==> src/rtl/router_pkg.sv <==
// router_pkg: shared defaults for the router output-side synchronizer.
//   ROUTER_NUM_CH  - default number of output channels/FIFOs
//   ROUTER_ADDR_W  - default width of the header address field
//   ROUTER_TIMEOUT - default unread-valid cycles before a soft reset
package router_pkg;

  localparam int unsigned ROUTER_NUM_CH  = 3;
  localparam int unsigned ROUTER_ADDR_W  = 2;
  localparam int unsigned ROUTER_TIMEOUT = 30;

endpackage

==> src/rtl/router_sync_timer.sv <==
// router_sync_timer: one channel's idle timeout.
//   clocks     - clock, rising edge
//   resetns    - asynchronous active-low reset
//   idle       - channel holds valid data that is not being read this cycle
//   soft_reset - registered one-cycle pulse after TIMEOUT consecutive idle edges
module router_sync_timer #(
  parameter int unsigned TIMEOUT = 30,
  parameter int unsigned CNT_W   = $clog2(TIMEOUT)
) (
  input  logic clocks,
  input  logic resetns,
  input  logic idle,
  output logic soft_reset
);

  logic [CNT_W-1:0] cnt;

  // Wrapping to zero on the pulse makes a permanently idle channel
  // pulse again every TIMEOUT cycles.
  always_ff @(posedge clocks or negedge resetns) begin
    if (!resetns) begin
      cnt        <= '0;
      soft_reset <= 1'b0;
    end else if (idle) begin
      if (cnt == CNT_W'(TIMEOUT - 1)) begin
        cnt        <= '0;
        soft_reset <= 1'b1;
      end else begin
        cnt        <= cnt + 1'b1;
        soft_reset <= 1'b0;
      end
    end else begin
      cnt        <= '0;
      soft_reset <= 1'b0;
    end
  end

endmodule

==> src/rtl/router_sync_n.sv <==
// router_sync_n: synchronizer between the router FSM and NUM_CH output FIFOs.
//   clocks        - clock, rising edge
//   resetns       - asynchronous active-low reset
//   detect_adds   - header strobe; latches data_ins as the destination address
//   data_ins      - address bits of the header byte
//   write_enb_reg - FSM write request, steered to the addressed FIFO
//   read_enb      - per-channel read enable from the receiver
//   empty / full  - per-FIFO status flags
//   valid_out     - per-channel data valid (~empty, combinational)
//   write_enb     - one-hot FIFO write enable (zero until a legal address is latched)
//   fifo_full     - full flag of the addressed FIFO (zero for an illegal address)
//   soft_reset    - per-channel one-cycle timeout pulse
//   addr_err      - one-cycle pulse after a header addressing a nonexistent channel
module router_sync_n
  import router_pkg::*;
#(
  parameter int unsigned NUM_CH  = ROUTER_NUM_CH,
  parameter int unsigned ADDR_W  = ROUTER_ADDR_W,
  parameter int unsigned TIMEOUT = ROUTER_TIMEOUT,
  parameter int unsigned CNT_W   = $clog2(TIMEOUT)
) (
  input  logic              clocks,
  input  logic              resetns,
  input  logic              detect_adds,
  input  logic [ADDR_W-1:0] data_ins,
  input  logic              write_enb_reg,
  input  logic [NUM_CH-1:0] read_enb,
  input  logic [NUM_CH-1:0] empty,
  input  logic [NUM_CH-1:0] full,
  output logic [NUM_CH-1:0] valid_out,
  output logic [NUM_CH-1:0] write_enb,
  output logic              fifo_full,
  output logic [NUM_CH-1:0] soft_reset,
  output logic              addr_err
);

  logic [ADDR_W-1:0] addr;
  logic              addr_ok;
  logic              in_range;

  // One extra bit so NUM_CH == 2**ADDR_W compares correctly.
  assign in_range = ({1'b0, data_ins} < (ADDR_W + 1)'(NUM_CH));

  always_ff @(posedge clocks or negedge resetns) begin
    if (!resetns) begin
      addr     <= '0;
      addr_ok  <= 1'b0;
      addr_err <= 1'b0;
    end else if (detect_adds) begin
      addr     <= data_ins;
      addr_ok  <= in_range;
      addr_err <= ~in_range;
    end else begin
      addr_err <= 1'b0;
    end
  end

  // Decoded by compare rather than indexed so an out-of-range addr can
  // never select a nonexistent bit.
  always_comb begin
    write_enb = '0;
    fifo_full = 1'b0;
    for (int unsigned i = 0; i < NUM_CH; i++) begin
      if (addr_ok && (addr == ADDR_W'(i))) begin
        write_enb[i] = write_enb_reg;
        fifo_full    = full[i];
      end
    end
  end

  assign valid_out = ~empty;

  for (genvar g = 0; g < NUM_CH; g++) begin : g_timer
    router_sync_timer #(
      .TIMEOUT (TIMEOUT),
      .CNT_W   (CNT_W)
    ) u_timer (
      .clocks     (clocks),
      .resetns    (resetns),
      .idle       (valid_out[g] & ~read_enb[g]),
      .soft_reset (soft_reset[g])
    );
  end

endmodule

==> config.mk <==
export PLATFORM = sky130hd
export DESIGN_NAME = router_sync_n
export DESIGN_NICKNAME = d
export VERILOG_FILES = /design/src/rtl/router_pkg.sv /design/src/rtl/router_sync_timer.sv /design/src/rtl/router_sync_n.sv
export SDC_FILE = /design/constraint.sdc
export NUM_CORES = 1
export LEC_CHECK = 0
export BUFFER_PORTS_ARGS = -buffer_cell sky130_fd_sc_hd__buf_4
export CAP_MARGIN = 10
export CELL_PAD_IN_SITES_DETAIL_PLACEMENT = 0
export CELL_PAD_IN_SITES_GLOBAL_PLACEMENT = 2
export CORE_MARGIN = 2
export CORE_UTILIZATION = 28
export DETAILED_ROUTE_END_ITERATION = 12
export HOLD_SLACK_MARGIN = 0.15
export MAX_ROUTING_LAYER = met4
export PLACE_DENSITY_LB_ADDON = 0.1
export SLEW_MARGIN = 5
export SYNTH_ARGS = -nofsm -noshare
export SYNTH_HDL_FRONTEND = slang
export SYNTH_HIERARCHICAL = 1
export SYNTH_SLANG_ARGS = --single-unit
export TNS_END_PERCENT = 50
==> constraint.sdc <==
create_clock -name clocks -period 1.8 [get_ports clocks]
set_input_delay 0.27 -clock clocks [delete_from_list [all_inputs] [get_ports clocks]]
set_output_delay 0.27 -clock clocks [all_outputs]
set_load 0.05 [all_outputs]
* Word level (Yosys, flattened, before mapping) *
Index checks and enable logic that the tools add are counted.
Widths: inputs -> output; s select.

word-level totals
  logic and storage cells = 49
  input bits = 15
  bits in registers = 22

cells by class
  eq/ne operators = 5
  order comparisons = 1
  reduce and logical (&&, ||, !) cells = 4
  add/subtract/negate cells = 3
  multiplexer cells = 19
  bitwise logic cells = 8

operator list
  operator             number
  $mux 5               6
  $add 5x1->5 const B  3
  $eq 5x5->1 const B   3
  $mux 1               13
  $not 1->1            4
  $and 1x1->1          3
  $logic_and 1x1->1    3
  $not 3->3            1
  $eq 2x1->1 const B   1
  $eq 2x2->1 const B   1
  $logic_not 2->1      1
  $lt 2x2->1 const B   1

* Logic depth before layout (Yosys ltp) *
  depth in word-level cells = 5
  depth in mapped cells = 5

* Cells and area by module *
The synthesis kept the hierarchy.

by module, submodules not included
  module             cells an instance  times used  area each (sq um)
  router_sync_timer  24                 3           269.0
  router_sync_n      24                 1           219.0

* Worst setup path before layout *
Ideal clock, no wire load.

  path type = register to output
  start point = register addr_ok
  end point = output port write_enb[1]
  arrival = 1,613 ps
  cell stages (with the launch flop) = 3
  slack = -83 ps
  data required time = 1,530 ps
  path through = dfrtp_1 > nand2_1 > nor3b_1

on the way
  cells in the longest elaborated chain, start to end = 2

ends and longest elaborated chain
  item                    line                 RTL
  start, declared         router_sync_n.sv:38  logic addr_ok;
  start signal, assigned  router_sync_n.sv:51  addr_ok <= in_range;
  $logic_and 1x1->1       router_sync_n.sv:64  if (addr_ok && (addr == ADDR_W'(i))) begin
  $mux 1                  router_sync_n.sv:64
  end, declared           router_sync_n.sv:31  output logic [NUM_CH-1:0] write_enb,

No other way between the ends.

* Worst setup path after layout *
  start point = register addr[0]
  end point = output port fifo_full

on the way
  cells in the longest elaborated chain, start to end = 5
  elaborated cells on any way between the ends = 9
  classes of those cells = eq/ne: 2; mux: 3; reduce/logical: 4

ends and longest elaborated chain
  item                    line                 RTL
  start, declared         router_sync_n.sv:37  logic [ADDR_W-1:0] addr;
  start signal, assigned  router_sync_n.sv:50  addr <= data_ins;
  $logic_not 2->1         router_sync_n.sv:64
  $logic_and 1x1->1       router_sync_n.sv:64
  $mux 1 (2 in a row)     router_sync_n.sv:64
  $mux 1 (*)              router_sync_n.sv:64
  end, declared           router_sync_n.sv:32  output logic fifo_full,

Every way passes the cells marked *; elsewhere a longest branch is shown, timed or not.

==> metrics <==
outcome=finished clean; fin nets=148; Pins Over Slew Limit=0; Sum Neg Setup Slack=0 ps; Lkg Pwr=0.618 nW; CP startpoint kind=flop; DR WL/cell=10.5 um; Synth Area in XOR/XNOR=5.12%; asr flop ratio synth=100%; total track usage=10.7%; worst-path fanout max=5; gpl congestion=0.728; layout cells sized above 1=31.2%; drt via density=4.35; critical-path cell list=mux2i_1 > o32ai_2 > buf_4; main combinational cell family by area after synthesis=simple AND/OR/NAND/NOR gates; Yosys warnings=6; routed via count=743; Initial Util=30.0%; post-cts resize count=0; sequential fraction of the synthesis area=53.7%; routed wire length=1790 um; post-synthesis adder-cell area fraction=7.32%; power share of the clock group=24.3%; most common cell in the netlist=dfrtp_1; post-synthesis compound-gate area fraction=5.24%; Post-synth EDFFs=0; Area Growth Syn to Fin=27.6%; clock buffer count from CTS=3; post-synthesis mux area share=3.17%; CTS Sinks=22; slew of the pin with the lowest slew margin=286 ps; Buf+Inv Stages, Crit Path=1; final setup margin=221 ps; Final Cycle Share=87.7%; # IOs=26; CTS tree=done; Setup crit end kind=primary output; Setup WS pre-CTS=546 ps; Core ar.=0.00342 mm^2; Worst VDD drop=0.000270 V; CP max stage delay=440 ps; I/O Buffers=25; crit path max-delay cell type=dfrtp_1; post-CTS setup buffer count=0; Worst-Skew Late Latency=300 ps; post-synth top area share=53.7%; Pwr Density=672 mW/mm^2; post-synth top area cell=dfrtp_1; Syn Nets=117; RSZ-0062 raised after global routing=no; Setup Viol. Count Final=0; Post-Synthesis Cell Area=0.00103 mm^2; # diodes=0; H-tree depth=1; top cells by area, synth=dfrtp_1 54%, ha_1 7.3%, nor2_1 6.6%; Clock Skew=4.55 ps; simple logic cell fraction of the synthesized area=21.8%; Sw Ratio=27.0%; Distinct cells, synth=21; drt first pass iters=2; ys flop type=dfrtp_1; initial antenna violation count=0; FMAX=633 MHz; final hold vios=0; # DRC=0; synthesized area per cell=10.7 um^2; initial DRC count=26; row count=21; Worst Hold Class=in -> reg; cell family with most CP delay=flip-flops; Net Sw Power=0.238 mW; Slew HR=80.9%; hpwl dp=1380 um; Seq pwr share=59.5%; Pint=0.642 mW; Layout Utilization=38.3%; Die Span Y=64.5 um; DIE AREA=0.00416 mm^2; Combinational Power Share=16.2%; Hold Buf Count CTS=1; max-cap violation count=0; first-pass GRT wire length=3330 um; Critical Path AT=1310 ps; synthesized flop and latch total=22; Filler cells=338; cells after synthesis=96; crit path kind=reg -> out; number of global-route vias before repair=774; commonest cells in the netlist=22 x dfrtp_1, 18 x nor2_1, 10 x inv_1, 6 x ha_1, 5 x nand2_1; CTS Buffer Depth=2; clock-pin slew on the worst setup and hold paths=110 ps; crit path time final=1580 ps; largest net degree at the start of global routing=23; clock root cell=clkbuf_4; grt total ovfl=0; number of nets with antenna violations after routing=0; Die Wd=64.5 um; Worst EP required=1530 ps
sequential cells by signal, summed over array words and instances (netlist names):
signal                      cells
g_timer.u_timer/cnt            15
g_timer.u_timer/soft_reset      3
addr_err                        1
addr                            2
addr_ok                         1
placed cells by master (no fill, tap or decap):
cell / netlist / final
buf_4: 0 / 25
nand4b_1: 3 / 3
mux2_1: 2 / 2
nor2_1: 18 / 18
nand2_1: 5 / 5
o32ai_2: 1 / 1
inv_1: 10 / 10
mux2i_1: 1 / 1
xor2_1: 3 / 3
dfrtp_1: 22 / 22
xnor2_1: 3 / 3
clkbuf_4: 0 / 3
nand2b_1: 1 / 1
and3_1: 1 / 1
o211ai_1: 3 / 3
nand3_2: 3 / 3
nor2_2: 3 / 3
nor3_1: 1 / 1
a21oi_1: 3 / 3
nor3b_2: 0 / 1
nand4_1: 3 / 3
nand2_2: 3 / 3
dlygate4sd3_1: 0 / 1
ha_1: 6 / 6
logic make-up (layout without fill, tap and decap cells):
group / count (synthesis) / after routing
AND/OR/NAND/NOR: 42 / 42
buffers and inverters: 10 / 39
adder cells (fa/ha/maj): 6 / 6
XOR/XNOR: 6 / 6
multiplexers: 3 / 3
flip-flops: 22 / 22
AO/OA/AOI/OAI: 7 / 7
cell type report:
type                       count  area (um^2)  area share (%)
multi-input combinational     64          443            33.8
timing repair buffer          26          198            15.1
tap                           46         57.6            4.40
sequential                    22          551            42.1
clock buffer                   3         22.5            1.72
inverter                      10         37.5            2.87
worst paths after layout:
path,slack (ps),startpoint,endpoint,depth (start not counted)
max in group asynchronous,1190,resetns,addr[0]$_DFFE_PN0P_,2
setup / recovery,220,addr[0]$_DFFE_PN0P_,fifo_full,3
setup reg to reg,620,g_timer[0].u_timer/cnt[0]$_DFF_PN0_,g_timer[0].u_timer/cnt[4]$_DFF_PN0_,4
min in group asynchronous,380,resetns,g_timer[1].u_timer/cnt[3]$_DFF_PN0_,2
hold reg to reg,510,g_timer[1].u_timer/cnt[0]$_DFF_PN0_,g_timer[1].u_timer/cnt[0]$_DFF_PN0_,1
hold / removal,190,data_ins[1],addr[1]$_DFFE_PN0P_,2
power groups by stage:
stage	combinational, mW	clock (mW)	sequential, mW
2_1_floorplan	0.0805	0	0.533
3_3_place_gp	0.143	0	0.532
3_5_place_dp	0.144	0	0.534
4_1_cts	0.146	0.235	0.524
5_1_grt	0.157	0.262	0.527
6_report	0.142	0.214	0.523
worst reg2reg max path: stages (launching register included):
cell and delay (ps):
dfrtp_1 440, ha_1 260, o211ai_1 210, nand2_1 70, a21oi_1 140
per-stage QoR:
step           hold WS, ps  instances  cell area (um^2)  total power [mW]
2_1_floorplan        -25.6         96              1030             0.613
3_3_place_gp           181        167              1280             0.676
3_5_place_dp           183        167              1280             0.678
4_1_cts                173        171              1310             0.905
5_1_grt                171        171              1310             0.947
6_report               191        171              1310             0.880
layer usage:
metal	vias to the layer above	global-route usage, %	part of all wire [%]
met5	-	-	0
met4	0	5.59	0.89
met1	344	11.9	43
met3	2	2.08	5.5
li1	378	-	-
met2	19	18.2	51
Power figures use the tool's default switching activity.
